[src/rtl/dm_pkg.sv]
// dm_pkg: shared encodings for the data-memory access controller.
// The WRITE state only exists when DM_SUBWORD_EN is defined.
package dm_pkg;

    localparam int DM_AW_DEF = 9;

    localparam logic [1:0] SZ_BYTE = 2'b00;
    localparam logic [1:0] SZ_HALF = 2'b01;
    localparam logic [1:0] SZ_WORD = 2'b10;

    localparam logic [1:0] WE_IDLE  = 2'b00;
    localparam logic [1:0] WE_WRITE = 2'b01;

    typedef enum logic [1:0] {
        ST_IDLE   = 2'd0,
        ST_ACCESS = 2'd1,
        ST_RESP   = 2'd2
`ifdef DM_SUBWORD_EN
        , ST_WRITE = 2'd3
`endif
    } state_t;

    // Size code 2'b11 behaves as a word access.
    function automatic logic is_word(input logic [1:0] size);
        return size[1];
    endfunction

endpackage

[src/rtl/dm_lane_align.sv]
// dm_lane_align: little-endian load lane extraction/extension and store merge.
module dm_lane_align
    import dm_pkg::*;
(
    input  logic [31:0] rd,
    input  logic [31:0] wd,
    input  logic [1:0]  size,
    input  logic [1:0]  off,
    input  logic        uns,
    output logic [31:0] ld,
    output logic [31:0] merged
);

    logic [4:0]  sh;
    logic [7:0]  b;
    logic [15:0] h;
    logic [31:0] mask;

    assign sh   = {off, 3'b000};
    assign b    = 8'(rd >> sh);
    assign h    = 16'(rd >> sh);
    assign mask = (size == SZ_BYTE) ? 32'h0000_00FF :
                  (size == SZ_HALF) ? 32'h0000_FFFF : 32'hFFFF_FFFF;

    assign ld = (size == SZ_BYTE) ? {{24{b[7] & ~uns}}, b} :
                (size == SZ_HALF) ? {{16{h[15] & ~uns}}, h} : rd;

    assign merged = (rd & ~(mask << sh)) | ((wd << sh) & (mask << sh));

endmodule

[src/rtl/dm_access_ctrl.sv]
// dm_access_ctrl: CPU-side data-memory access sequencer (load, store, read-modify-write).
// Define DM_SUBWORD_EN for byte/halfword accesses and misalignment checks.
module dm_access_ctrl
    import dm_pkg::*;
#(
    parameter int DM_AW = DM_AW_DEF
) (
    input  logic              CLK,
    input  logic              RST_N,
    input  logic              REQ_VALID,
    output logic              REQ_READY,
    input  logic              REQ_WE,
    input  logic [1:0]        REQ_SIZE,
    input  logic              REQ_UNSIGNED,
    input  logic [DM_AW+1:0]  REQ_ADDR,
    input  logic [31:0]       REQ_WDATA,
    output logic              RSP_VALID,
    output logic [31:0]       RSP_RDATA,
    output logic              RSP_ERR,
    output logic [1:0]        DMWE,
    output logic [DM_AW-1:0]  DMA,
    output logic [31:0]       DMWD,
    input  logic [31:0]       DMRD
);

    state_t      state, state_nx;
    logic        accept, mis, uns_in;
    logic [1:0]  size_in, off_in;
    logic        we_q, uns_q, err_q;
    logic [1:0]  size_q, off_q;
    logic [31:0] rdata_q, ld, merged;

`ifdef DM_SUBWORD_EN
    assign size_in = REQ_SIZE;
    assign off_in  = REQ_ADDR[1:0];
    assign uns_in  = REQ_UNSIGNED;
    assign mis     = (REQ_SIZE == SZ_HALF && REQ_ADDR[0]) ||
                     (is_word(REQ_SIZE) && REQ_ADDR[1:0] != 2'b00);
`else
    logic unused_ok;
    assign size_in   = SZ_WORD;
    assign off_in    = 2'b00;
    assign uns_in    = 1'b0;
    assign mis       = 1'b0;
    assign unused_ok = ^{REQ_SIZE, REQ_UNSIGNED, REQ_ADDR[1:0]};
`endif

    assign accept = state == ST_IDLE && REQ_VALID;

    always_ff @(posedge CLK or negedge RST_N) begin
        if (!RST_N) state <= ST_IDLE;
        else        state <= state_nx;
    end

    always_comb begin
        state_nx = state;
        case (state)
            ST_IDLE:   state_nx = !REQ_VALID ? ST_IDLE : mis ? ST_RESP : ST_ACCESS;
`ifdef DM_SUBWORD_EN
            ST_ACCESS: state_nx = (we_q && !is_word(size_q)) ? ST_WRITE : ST_RESP;
            ST_WRITE:  state_nx = ST_RESP;
`else
            ST_ACCESS: state_nx = ST_RESP;
`endif
            ST_RESP:   state_nx = ST_IDLE;
            default:   state_nx = ST_IDLE;
        endcase
    end

    always_comb begin
        REQ_READY = state == ST_IDLE && RST_N;
        RSP_VALID = state == ST_RESP;
    end

    assign RSP_RDATA = rdata_q;
    assign RSP_ERR   = err_q;

    // Word stores write during ACCESS; sub-word stores merge in ACCESS and write during WRITE.
    always_ff @(posedge CLK or negedge RST_N) begin
        if (!RST_N) begin
            DMWE    <= WE_IDLE;
            DMA     <= '0;
            DMWD    <= '0;
            rdata_q <= '0;
            err_q   <= 1'b0;
            we_q    <= 1'b0;
            size_q  <= SZ_WORD;
            off_q   <= 2'b00;
            uns_q   <= 1'b0;
        end else if (accept) begin
            DMA     <= REQ_ADDR[DM_AW+1:2];
            DMWD    <= REQ_WDATA;
            DMWE    <= (REQ_WE && is_word(size_in) && !mis) ? WE_WRITE : WE_IDLE;
            rdata_q <= '0;
            err_q   <= mis;
            we_q    <= REQ_WE;
            size_q  <= size_in;
            off_q   <= off_in;
            uns_q   <= uns_in;
        end else if (state == ST_ACCESS) begin
            rdata_q <= we_q ? '0 : ld;
            DMWD    <= we_q ? merged : DMWD;
            DMWE    <= (we_q && !is_word(size_q)) ? WE_WRITE : WE_IDLE;
        end else begin
            DMWE <= WE_IDLE;
        end
    end

    dm_lane_align u_align (
        .rd     (DMRD),
        .wd     (DMWD),
        .size   (size_q),
        .off    (off_q),
        .uns    (uns_q),
        .ld     (ld),
        .merged (merged)
    );

endmodule
[config.mk]
export PLATFORM = sky130hd
export DESIGN_NAME = dm_access_ctrl
export DESIGN_NICKNAME = d
export VERILOG_FILES = /design/src/rtl/dm_pkg.sv /design/src/rtl/dm_lane_align.sv /design/src/rtl/dm_access_ctrl.sv
export SDC_FILE = /design/constraint.sdc
export NUM_CORES = 1
export LEC_CHECK = 0
export CORE_UTILIZATION = 30
export DETAILED_ROUTE_END_ITERATION = 16
export SLEW_MARGIN = 20
export SYNTH_ARGS = -nofsm -noshare
export SYNTH_HDL_FRONTEND = slang
export SYNTH_HIERARCHICAL = 1
export SYNTH_SLANG_ARGS = --single-unit
[constraint.sdc]
create_clock -name CLK -period 1.38 [get_ports CLK]
set_input_delay 0.276 -clock CLK [delete_from_list [all_inputs] [get_ports CLK]]
set_output_delay 0.276 -clock CLK [all_outputs]
set_load 0.05 [all_outputs]
==> results.json <==
{
  "critPathSlowestCell": "dfrtp_1",
  "numCtsBuffers": 9,
  "placed_cells": 885,
  "gp_congestion": 0.881,
  "start_util": 0.308,
  "cts.path.max_buffers": 2,
  "hold_class": "in -> async",
  "num_rows": 45,
  "die_area_sq_um": 16200,
  "cp_max_fo": 4,
  "syn_avg_cell_area_sq_um": 9.80,
  "post_drt_wl_per_cell_um": 20.7,
  "n_antenna_cell": 0,
  "status": "finished with violations",
  "cts_tree": "done",
  "viasPerCell": 5.35,
  "synthArstFlopShare": 1.00,
  "htree_levels": 3,
  "utilization": 0.545,
  "place_ws_ps": -253,
  "fin_skew_ps": 6.01,
  "setup_slack_ps": -251,
  "ys_seq_area_frac": 0.409,
  "hold_viol": 8,
  "final_common_cell": "buf_12",
  "worstPathArrival_ps": 1350,
  "synth.distinct_cells": 38,
  "fp.dieW_um": 127,
  "numClockSinks": 77,
  "max_cap_violations": 0,
  "synth_area_sq_um": 4710,
  "drv_slew": 0,
  "yosysWarnings": 6,
  "finalCriticalPeriod_ps": 1630,
  "grt_setup_unrepaired": "yes",
  "cp-end-kind": "output pin",
  "drt-pass1-iter-count": 7,
  "layout-drive-gt1-share": 0.351,
  "insertion_delay_ps": 350,
  "ff2ff_path_depth": 6,
  "grt_pass1_vias": 4696,
  "slowest_delay_ps": 390,
  "clk_pin_slew_ps": 60,
  "setup_viol": 75,
  "syn_inst": 480,
  "power_mw": 13.2,
  "power.leakage_nw": 3.59,
  "nNetsFinal": 778,
  "die_y_um": 127,
  "r2r-end": "DMWD[31]",
  "crit_type": "reg -> out",
  "vias": 4880,
  "dpl_cell_area_sq_um": 7700,
  "route.detailed.drc": 0,
  "grt_max_degree": 78,
  "clockRootBuffer": "clkbuf_16",
  "synth_edf_count": 0,
  "most-common-layout-cells": "82 x buf_12, 75 x clkdlybuf4s50_1, 67 x buf_4",
  "powerDensity_nw_per_um2": 1590,
  "final_cells": 912,
  "drt_wl_total_mm": 18.9,
  "grt_usage": 0.226,
  "drtIter0Drc": 382,
  "stdcell_area_sq_um": 8320,
  "numPortBuffers": 152,
  "worstPathCellList": "buf_6 -> buf_6 -> nor3b_4 -> buf_12",
  "crit_top_cell": "buf_6",
  "ant_nets": 0,
  "fmax_mhz": 613,
  "ff2ff_setup_slack_ps": -160,
  "ys_seq_elements": 77,
  "timing.setup.tns_ps": -5340,
  "dp_hpwl_mm": 13.2,
  "core_area_sq_um": 15300,
  "regToRegStartpoint": "DMWD[31]",
  "vdd_drop_max_mv": 1.32,
  "whs_ps": -26.4,
  "cp-start-kind": "register",
  "syn_to_final_growth_pct": 76.7,
  "io_pins": 160,
  "required_ps": 1100,
  "violations": "hold timing, setup timing",
  "grt_pass1_wl_mm": 27.6,
  "finalCritPeriodShare": 1.18,
  "antenna_found_initial": 0,
  "ys.flop_type": "dfrtp_1",
  "cts-hold-fix-buffers": 0,
  "grt_overflow": 0
}
-- synthesized netlist by cell type (8+ instances only) --
| master | n | area (sq um) |
|---|---|---|
| buf_2 | 18 | 90.1 |
| dfrtp_1 | 77 | 1930 |
| a211oi_1 | 10 | 75.1 |
| buf_4 | 13 | 97.6 |
| o22a_1 | 64 | 561 |
| a22o_1 | 36 | 315 |
| nand2_1 | 44 | 165 |
| nor2_1 | 38 | 143 |
| mux2i_1 | 24 | 240 |
| clkbuf_1 | 12 | 45.0 |
| mux2_2 | 25 | 282 |
| o21ai_0 | 8 | 40.0 |
| nor2b_1 | 14 | 87.6 |
| a21oi_1 | 42 | 210 |
| a221oi_1 | 8 | 70.1 |
-- registers in the layout, summed over array words and instances, names as in the netlist --
| register | flops |
|---|---|
| we_q | 1 |
| DMWD | 32 |
| state | 2 |
| RSP_RDATA | 32 |
| DMA | 9 |
| DMWE | 1 |
-- per-layer routing --
layer	GRT usage	up-vias	share of wire
li1	-	2212	-
met2	0.355	243	0.47
met5	0	-	0
met3	0.0657	38	0.077
met1	0.300	2387	0.43
met4	0.0735	0	0.031
-- worst max path at each step --
stage	startpoint	end	slack [ps]
final	state[0]	REQ_READY	-250
after global routing	state[0]	REQ_READY	-290
after CTS	state[0]	REQ_READY	-260
after detailed placement	REQ_VALID	DMWD[26]	-250
after global placement	REQ_VALID	DMA[6]	-230
after floorplan	DMWD[26]	DMWD[26]	-190
-- logic make-up after synthesis --
kind of cell | Yosys count | synth area share
AO/OA/AOI/OAI | 184 | 0.300
AND/OR/NAND/NOR | 115 | 0.112
flip-flops | 77 | 0.409
buffers and inverters | 52 | 0.0614
multiplexers | 50 | 0.116
other | 2 | 0.00160
-- report_power, final --
group	internal (mW)	total (mW)	switching (mW)
combinational	3.72	7.44	3.73
sequential	2.81	3.34	0.535
clock	1.45	2.44	0.993
total	7.97	13.2	5.25
-- critical path: cells and delay by family, from the launching register on --
| kind | cells | cell delay (ps) |
|---|---|---|
| buf+inv | 3 | 410 |
| simple gates | 1 | 210 |
| flops | 1 | 390 |
-- repair_timing --
item / in CTS / in global routing
pin swaps: 3 / 9
setup buffers: 4 / 2
setup endpoints to repair: 11 / 74
cloned: 0 / 6
gates resized for setup: 15 / 26
-- area by class of cell --
cell class	count	area, sq um
Fill cell	1307	6940
Timing Repair Buffer	236	3090
Multi-Input combinational cell	366	2700
Sequential cell	77	1950
Tap cell	211	264
Clock buffer	12	246
Clock inverter	4	47.5
Inverter	6	22.5
Note: power is estimated with default switching activity, not from simulation.
